===== config.mk =====
export PLATFORM = sky130hd
export DESIGN_NAME = fifo_rd_arbiter
export DESIGN_NICKNAME = d
export VERILOG_FILES = /design/src/rtl/fifo_rd_arbiter.sv
export SDC_FILE = /design/constraint.sdc
export NUM_CORES = 1
export LEC_CHECK = 0
export ABC_CLOCK_PERIOD_IN_PS = 6200
export BUFFER_PORTS_ARGS = -buffer_cell sky130_fd_sc_hd__buf_2
export CORE_ASPECT_RATIO = 1.4
export CORE_MARGIN = 4
export CORE_UTILIZATION = 50
export DETAILED_ROUTE_END_ITERATION = 8
export PLACE_DENSITY = 0.81
export SETUP_SLACK_MARGIN = 0.3
export SKIP_LAST_GASP = 1
export SLEW_MARGIN = 0
export SYNTH_ARGS = -nofsm -noshare
export SYNTH_HDL_FRONTEND = slang
export SYNTH_SLANG_ARGS = --single-unit

===== constraint.sdc =====
create_clock -name rdclk -period 6.2 [get_ports rdclk]
set_input_delay 1.24 -clock rdclk [delete_from_list [all_inputs] [get_ports rdclk]]
set_output_delay 1.24 -clock rdclk [all_outputs]
set_load 0.1 [all_outputs]

===== src/rtl/fifo_rd_arbiter.sv =====
// Round-robin burst arbiter for the async FIFO read port (rdclk domain).
// Define RD_ARB_STALL_ABORT_EN to abort bursts stalled on empty for STALL_LIMIT cycles.
module fifo_rd_arbiter #(
  parameter int unsigned NREQ        = 4,
  parameter int unsigned DATA_WIDTH  = 8,
  parameter int unsigned BURST_MAX   = 16,
  parameter int unsigned STALL_LIMIT = 32
) (
  input  logic                                   rdclk,
  input  logic                                   rd_rst_n,
  input  logic [NREQ-1:0]                        req,
  input  logic [NREQ*($clog2(BURST_MAX)+1)-1:0]  req_len,
  input  logic                                   empty,
  input  logic [DATA_WIDTH-1:0]                  rdata,
  output logic                                   rd_en,
  output logic [NREQ-1:0]                        gnt,
  output logic [DATA_WIDTH-1:0]                  dout,
  output logic [NREQ-1:0]                        dout_valid,
  output logic [NREQ-1:0]                        burst_done,
  output logic                                   aborted,
  output logic                                   busy
);

  localparam int unsigned LEN_W = $clog2(BURST_MAX) + 1;
  localparam int unsigned IDX_W = $clog2(NREQ);

  typedef enum logic [1:0] {S_IDLE, S_BURST, S_FLUSH} state_e;

  state_e            state_q;
  logic [NREQ-1:0]   gnt_q;
  logic [NREQ-1:0]   dout_valid_q;
  logic [NREQ-1:0]   burst_done_q;
  logic [LEN_W-1:0]  remaining_q;
  logic [IDX_W-1:0]  gnt_idx_q;
  logic [IDX_W-1:0]  last_gnt_q;

  logic [IDX_W-1:0]  gnt_idx_d;
  logic [IDX_W-1:0]  cand_c;
  logic              found_c;
  logic [NREQ-1:0]   gnt_d;
  logic [LEN_W-1:0]  raw_len_c;
  logic [LEN_W-1:0]  len_d;
  logic              stall_hit_c;

`ifdef RD_ARB_STALL_ABORT_EN
  localparam int unsigned STALL_W = $clog2(STALL_LIMIT + 1);
  logic [STALL_W-1:0] stall_q;
  logic               aborted_q;
  assign stall_hit_c = (stall_q == STALL_W'(STALL_LIMIT));
  assign aborted     = aborted_q;
`else
  assign stall_hit_c = 1'b0;
  assign aborted     = 1'b0;
`endif

  // Round-robin pick: first requester above the last grant, wrapping.
  always_comb begin
    found_c   = 1'b0;
    gnt_idx_d = last_gnt_q;
    cand_c    = '0;
    for (int k = 1; k <= int'(NREQ); k++) begin
      cand_c = IDX_W'((32'(last_gnt_q) + 32'(k)) % NREQ);
      if (!found_c && req[cand_c]) begin
        found_c   = 1'b1;
        gnt_idx_d = cand_c;
      end
    end
    gnt_d            = '0;
    gnt_d[gnt_idx_d] = 1'b1;
  end

  // Clamp the requested length into 1..BURST_MAX.
  always_comb begin
    raw_len_c = req_len[gnt_idx_d*LEN_W +: LEN_W];
    len_d     = raw_len_c;
    if (raw_len_c == '0)
      len_d = LEN_W'(1);
    else if (raw_len_c > LEN_W'(BURST_MAX))
      len_d = LEN_W'(BURST_MAX);
  end

  assign rd_en      = (state_q == S_BURST) && !empty && (remaining_q != '0) && !stall_hit_c;
  assign gnt        = gnt_q;
  assign dout_valid = dout_valid_q;
  assign burst_done = burst_done_q;
  assign busy       = (state_q != S_IDLE);
  assign dout       = (|dout_valid_q) ? rdata : '0;

  always_ff @(posedge rdclk or negedge rd_rst_n) begin
    if (!rd_rst_n) begin
      state_q      <= S_IDLE;
      gnt_q        <= '0;
      gnt_idx_q    <= '0;
      last_gnt_q   <= IDX_W'(NREQ - 1);
      remaining_q  <= '0;
      dout_valid_q <= '0;
      burst_done_q <= '0;
`ifdef RD_ARB_STALL_ABORT_EN
      stall_q      <= '0;
      aborted_q    <= 1'b0;
`endif
    end else begin
      dout_valid_q <= gnt_q & {NREQ{rd_en}};
      burst_done_q <= '0;
`ifdef RD_ARB_STALL_ABORT_EN
      aborted_q    <= 1'b0;
`endif
      case (state_q)
        S_IDLE: begin
          if (|req) begin
            gnt_q       <= gnt_d;
            gnt_idx_q   <= gnt_idx_d;
            remaining_q <= len_d;
            state_q     <= S_BURST;
`ifdef RD_ARB_STALL_ABORT_EN
            stall_q     <= '0;
`endif
          end
        end
        S_BURST: begin
          if (stall_hit_c) begin
            remaining_q  <= '0;
            burst_done_q <= gnt_q;
            state_q      <= S_FLUSH;
`ifdef RD_ARB_STALL_ABORT_EN
            aborted_q    <= 1'b1;
`endif
          end else if (rd_en) begin
            remaining_q <= remaining_q - LEN_W'(1);
            if (remaining_q == LEN_W'(1)) begin
              burst_done_q <= gnt_q;
              state_q      <= S_FLUSH;
            end
`ifdef RD_ARB_STALL_ABORT_EN
            stall_q <= '0;
          end else if (empty) begin
            stall_q <= stall_q + STALL_W'(1);
`endif
          end
        end
        S_FLUSH: begin
          gnt_q      <= '0;
          last_gnt_q <= gnt_idx_q;
          state_q    <= S_IDLE;
        end
        default: state_q <= S_IDLE;
      endcase
    end
  end

endmodule


==> impl_metrics.json, run 1 <==
{
  "run_status": "complete, no violations",
  "drv_slew": 0,
  "grt_pass1_wl_mm": 5.01,
  "worst-path-buf-inv": 2,
  "synth.area.top_cells": "dfrtp_1, nor2b_1, mux2i_1",
  "critPathTopFamily": "buffers and inverters",
  "postRouteAntennaNets": 0,
  "clock-sinks": 23,
  "die_x_um": 51.3,
  "pin_count": 58,
  "dieHeight_um": 68.6,
  "p_leak_nw": 0.844,
  "post_cts_resized": 0,
  "relSlewSlack_pct": 28.3,
  "worstSetupPathType": "in -> out",
  "clk_path_buf_depth": 2,
  "finalCritPeriodShare_pct": 58.1,
  "io_buffers": 56,
  "ir_drop_uv": 381,
  "min_period_ns": 3.60,
  "yosysSeqAreaShare_pct": 44.0,
  "holdBufCountCts": 0,
  "grt-ovfl-total": 0,
  "synth_area_sq_um": 1310,
  "met1_usage_pct": 19.6,
  "drv_cap": 0,
  "use_met2_pct": 36.5,
  "clk-insertion-delay-late_ns": 0.32,
  "drt_iter0_drc": 47,
  "synth_seq_cells": 23,
  "n_antenna_cell": 0,
  "final_nets": 225,
  "synth_largest_area_cell": "dfrtp_1",
  "worst_path_most_repeated_cell": "buf_2",
  "grt_antenna_before_repair": 0,
  "finalHoldViolations": 0,
  "worstPathRequired_ns": 4.96,
  "dp_hpwl_mm": 2.53,
  "synth_nets": 167,
  "first_global_vias": 1210,
  "post-cts-setup-buffers": 0,
  "seq_area_sq_um": 578,
  "use_met3_pct": 4.09,
  "path_max_fanout": 8,
  "yosys.area_share.simple_pct": 24.5,
  "final-setup-viol-count": 0,
  "ys_warn_count": 0,
  "fillers": 203,
  "initial_core_util_pct": 53.7,
  "syn_avg_cell_area_sq_um": 10.1,
  "top_usage_layer": "met2",
  "wl_per_cell_um": 14.2,
  "p_per_area_nw_per_um2": 593,
  "gp_congestion": 0.823,
  "ctsRootBufferMaster": "clkbuf_4",
  "multiInputGateArea_sq_um": 692,
  "worstPathArrival_ns": 2.36,
  "tns_ns": 0,
  "synth-adder-area-share_pct": 1.91,
  "final_area_sq_um": 1650,
  "drc_errors": 0,
  "startpoint_type": "input pin",
  "tightest_slew_ns": 1.07,
  "cpPeakStageDelay_ns": 0.53,
  "grt_usage_pct": 19.1,
  "wirelength_mm": 3.15,
  "fmax_mhz": 278,
  "grt_max_degree": 24,
  "synth_top_family_by_area": "simple AND/OR/NAND/NOR gates",
  "critPathSlowestCell": "buf_2",
  "synth-async-reset-ratio_pct": 100,
  "via_per_inst": 5.41,
  "synth_cell_types": 42,
  "synth-edff-count": 0,
  "ys.flop_type": "dfrtp_1",
  "r2r_slack_ns": 3.90,
  "drive_above_1_share_pct": 39.0,
  "coreArea_sq_um": 2440,
  "synth.top_cell.area_share_pct": 40.0,
  "rsz0062_at_grt": "false",
  "synth_compound_area_share_pct": 16.1,
  "cts.clk_slew.worst_paths_ns": 0.13,
  "path_cells": "buf_2 -> nor3_1 -> buf_2",
  "fin_skew_ns": 0.00328,
  "first_pass_iters": 4,
  "cts_tree": "built",
  "placed_cell_area_sq_um": 1620,
  "vias": 1196,
  "worstHoldPathType": "reg -> reg",
  "num_rows": 21,
  "synthToLayoutAreaGrowth_pct": 25.5,
  "synth-xor-area-share_pct": 0,
  "numCtsBuffers": 3,
  "setup.worst_path.end_class": "output port",
  "synth_cells": 130,
  "synthMuxAreaShare_pct": 9.91,
  "dieArea_sq_um": 3520,
  "htree_levels": 1
}
## final cells by class
type	count	area share (%)
Clock buffer	3	1.37
Clock inverter	1	0.304
Inverter	3	0.684
Multi-Input combinational cell	99	42.0
Sequential cell	23	35.1
Tap cell	34	2.58
Timing Repair Buffer	58	17.9
## synthesized netlist by cell type, drive strengths merged, types with 2 or more instances
library cell and n:
o311ai 2, nor3 4, o21ai 8, nand2b 9, dfrtp 21, nand2 7, nor2 5, a22o 4
nand3 3, nor2b 10, mux2i 7, mux2 3, a21oi 7, and2 8, buf 3, dfstp 2
ha 2, nand3b 2, o31ai 3, clkbuf 2, inv 3
## worst paths after layout
check                           depth (start not counted)     startpoint             end
worst max-delay path                                    3          empty           rd_en
worst max register to register                          7  last_gnt_q[1]  remaining_q[0]
min in group asynchronous                               1       rd_rst_n  remaining_q[4]
worst min register to register                          1   gnt_idx_q[1]    gnt_idx_q[1]
worst min-delay path                                    1   gnt_idx_q[1]    gnt_idx_q[1]
max in group asynchronous                               1       rd_rst_n   last_gnt_q[0]
## per-stage QoR
step | worst slack [ns] | utilization, % | instances | hold WS [ns] | power (mW)
2_1_floorplan | 1.40 | - | 130 | 0.446 | 0.796
3_3_place_gp | 2.64 | 66.3 | 217 | 0.460 | 0.893
3_5_place_dp | 2.60 | 66.3 | 217 | 0.485 | 0.910
4_1_cts | 2.59 | 67.4 | 221 | 0.515 | 0.982
5_1_grt | 2.48 | 67.4 | 221 | 0.534 | 1.03
6_report | 2.60 | 67.4 | 221 | 0.512 | 0.977
## worst register-to-register path: cells and delay by family, from the launching register on
family | cells | cell delay, ns
AO/OA/AOI/OAI | 2 | 0.20
flip-flops | 1 | 0.61
multiplexers | 2 | 0.43
AND/OR/NAND/NOR | 3 | 0.99
## power breakdown
part / switching, mW / internal (mW) / leakage (nW) / total, mW
Sequential: 0.0420 / 0.202 / 0.291 / 0.244
Clock: 0.0475 / 0.0242 / 0.0177 / 0.0717
Combinational: 0.503 / 0.158 / 0.535 / 0.661
Total: 0.592 / 0.384 / 0.844 / 0.977
## flip-flops by register name (all words and copies together), names as in the netlist
name	count
remaining_q	5
burst_done	4
dout_valid	4
gnt	4
gnt_idx_q	2
last_gnt_q	2
state_q	2
## layer usage
metal,vias up,wire length [um]
li1,580,-
met1,572,1190
met2,37,1710
met3,7,172
met4,0,74
met5,-,0
## logic make-up (layout without fill, tap and decap cells)
family / after synthesis / count (layout)
flip-flops: 23 / 23
other: 1 / 1
adder cells (fa/ha/maj): 2 / 2
multiplexers: 11 / 11
buffers and inverters: 8 / 65
AO/OA/AOI/OAI: 31 / 31
AND/OR/NAND/NOR: 54 / 54
## cell usage in the layout (no fill, tap or decap), types with 2 or more instances in the layout
cell type  instances
a21oi_1            5
a21oi_2            2
a22o_1             4
and2_1             8
buf_2             56
buf_4              2
clkbuf_4           3
dfrtp_1           21
dfstp_2            2
ha_1               2
inv_1              3
mux2_2             3
mux2i_1            6
nand2_1            7
nand2b_1           9
nand3_1            3
nand3b_1           2
nor2_1             5
nor2b_1           10
nor3_1             3
o21ai_0            7
o311ai_1           2
o31ai_1            3
Power figures use the tool's default switching activity.
==> run 2, diff against run 1 <==
--- a/config.mk
+++ b/config.mk
@@ -5,13 +5,13 @@
 export SDC_FILE = /design/constraint.sdc
 export NUM_CORES = 1
 export LEC_CHECK = 0
-export ABC_CLOCK_PERIOD_IN_PS = 6200
+export ABC_CLOCK_PERIOD_IN_PS = 3780
 export BUFFER_PORTS_ARGS = -buffer_cell sky130_fd_sc_hd__buf_2
 export CORE_ASPECT_RATIO = 1.4
 export CORE_MARGIN = 4
-export CORE_UTILIZATION = 50
+export CORE_UTILIZATION = 46
 export DETAILED_ROUTE_END_ITERATION = 8
-export PLACE_DENSITY = 0.81
+export PLACE_DENSITY = 0.75
 export SETUP_SLACK_MARGIN = 0.3
 export SKIP_LAST_GASP = 1
 export SLEW_MARGIN = 0
==> constraint.sdc (replaced) <==
create_clock -name rdclk -period 3.78 [get_ports rdclk]
set_input_delay 0.756 -clock rdclk [delete_from_list [all_inputs] [get_ports rdclk]]
set_output_delay 0.756 -clock rdclk [all_outputs]
set_load 0.1 [all_outputs]
==> run 2 against run 1 <==
Compared with the run above: register-to-register slack worse by 2.5 ns; die area grew 7.5%; final cell count grew 0.90%; largest cell class unchanged; highest routed layer unchanged.
==> impl_metrics.json, run 2 (synthesis gave the netlist of run 1 again) <==
{
  "post_cts_resized": 0,
  "setup.worst_path.end_class": "output port",
  "postRouteAntennaNets": 0,
  "cts_tree": "built",
  "worstPathArrival_ns": 2.15,
  "numCtsBuffers": 3,
  "fillers": 241,
  "final-setup-viol-count": 0,
  "post-cts-setup-buffers": 0,
  "grt-ovfl-total": 0,
  "gp_congestion": 0.856,
  "grt_usage_pct": 17.1,
  "ir_drop_uv": 582,
  "drt_iter0_drc": 25,
  "tightest_slew_ns": 1.01,
  "clk-insertion-delay-late_ns": 0.30,
  "run_status": "complete, no violations",
  "final_nets": 225,
  "grt_antenna_before_repair": 0,
  "ctsRootBufferMaster": "clkbuf_4",
  "clock-sinks": 23,
  "r2r_cells": 7,
  "finalHoldViolations": 0,
  "fin_skew_ns": 0.00647,
  "fin_util_pct": 62.2,
  "p_leak_nw": 0.847,
  "worstHoldPathType": "in -> async",
  "grt_max_degree": 24,
  "critPathSlowestCell": "buf_2",
  "n_antenna_cell": 0,
  "synthToLayoutAreaGrowth_pct": 26.6,
  "relSlewSlack_pct": 32.0,
  "min_period_ns": 2.90,
  "seq_area_sq_um": 578,
  "worstPathRequired_ns": 3.02,
  "coreArea_sq_um": 2670,
  "drv_cap": 0,
  "multiInputGateArea_sq_um": 704,
  "startpoint_type": "flip-flop",
  "path_max_fanout": 8,
  "htree_levels": 1,
  "fmax_mhz": 344,
  "cts.clk_slew.worst_paths_ns": 0.12,
  "tns_ns": 0,
  "first_global_vias": 1180,
  "grt_pass1_wl_mm": 4.92,
  "drc_errors": 0,
  "largest_register_ffs": 5,
  "holdBufCountCts": 0,
  "layout_commonest_cell": "buf_2",
  "final_cell_mix": "buf_2, dfrtp_1, nor2b_1",
  "num_rows": 22,
  "initial_core_util_pct": 49.2,
  "drv_slew": 0,
  "io_buffers": 56,
  "dieHeight_um": 71.2,
  "first_pass_iters": 4,
  "r2r_start": "last_gnt_q[1]",
  "via_per_inst": 5.29,
  "regMostFlops": "remaining_q",
  "r2r_slack_ns": 1.45,
  "dieArea_sq_um": 3780,
  "pin_count": 58,
  "dp_hpwl_mm": 2.53,
  "cpPeakStageDelay_ns": 0.51,
  "critPathTopFamily": "simple AND/OR/NAND/NOR gates",
  "rsz0062_at_grt": "false",
  "p_total_mw": 1.60,
  "die_x_um": 53.1,
  "wirelength_mm": 3.05,
  "finalCritPeriodShare_pct": 76.8,
  "path_cells": "inv_1 -> ha_1 -> or3b_2 -> nor2_1 -> nor3_2 -> buf_2",
  "worst-path-buf-inv": 2,
  "worstSetupPathType": "reg -> out",
  "clk_path_buf_depth": 2,
  "wl_per_cell_um": 13.7,
  "drive_above_1_share_pct": 40.1,
  "reg2reg_to": "remaining_q[1]",
  "p_per_area_nw_per_um2": 964,
  "vias": 1180
}
==> run 2: cell counts in the layout (fill, tap and decap cells not counted) <==
No cell type changed its count.
==> run 2: stage by stage <==
step | cells | setup WS, ns | hold WS, ns | area [sq um]
final | 223 | 0.876 | 0.392 | 1660
after global routing | 223 | 0.764 | 0.407 | 1660
after CTS | 223 | 0.884 | 0.405 | 1660
after detailed placement | 219 | 1.09 | 0.478 | 1630
after global placement | 219 | 1.21 | 0.463 | 1630
after floorplan | 130 | 0.413 | 0.446 | 1320
==> run 2: area by class of cell <==
cell class / count / share of cell area (%)
clock buffers: 3 / 1.36
well taps: 36 / 2.71
inverters: 3 / 0.678
clock inverters: 1 / 0.301
flip-flops and latches: 23 / 34.8
repair buffers: 58 / 17.8
multi-input cells: 99 / 42.4
==> run 2: metal layers <==
layer  up-vias  part of all wire [%]  GRT usage (%)
met5         -                     0              0
met4         0                   1.1           6.25
met3         4                   7.8           2.95
met2        46                    56           33.6
met1       554                    35           16.8
li1        576                     -              -
==> run 2: worst max path at each step <==
stage                     depth (start not counted)            from              to  slack [ns]
after CTS                                         6  remaining_q[0]           rd_en        0.88
after floorplan                                   2   dout_valid[1]         dout[0]        0.41
after global placement                            8          req[2]  remaining_q[1]        1.21
after detailed placement                          8          req[2]  remaining_q[1]        1.09
final                                             6  remaining_q[0]           rd_en        0.88
after global routing                              6  remaining_q[0]           rd_en        0.76
==> run 2: worst reg2reg max path: stages (launching register included) <==
cell      delay, ns
dfstp_2        0.60
nand2b_1       0.14
a21oi_2        0.07
nor3_4         0.54
mux2i_1        0.30
mux2i_2        0.14
o311ai_1       0.27
a21boi_1       0.21
==> run 2: report_power, final <==
group / switching [mW] / internal [mW]
combinational: 0.831 / 0.264
clock: 0.0702 / 0.0394
sequential: 0.0675 / 0.331
total: 0.968 / 0.634
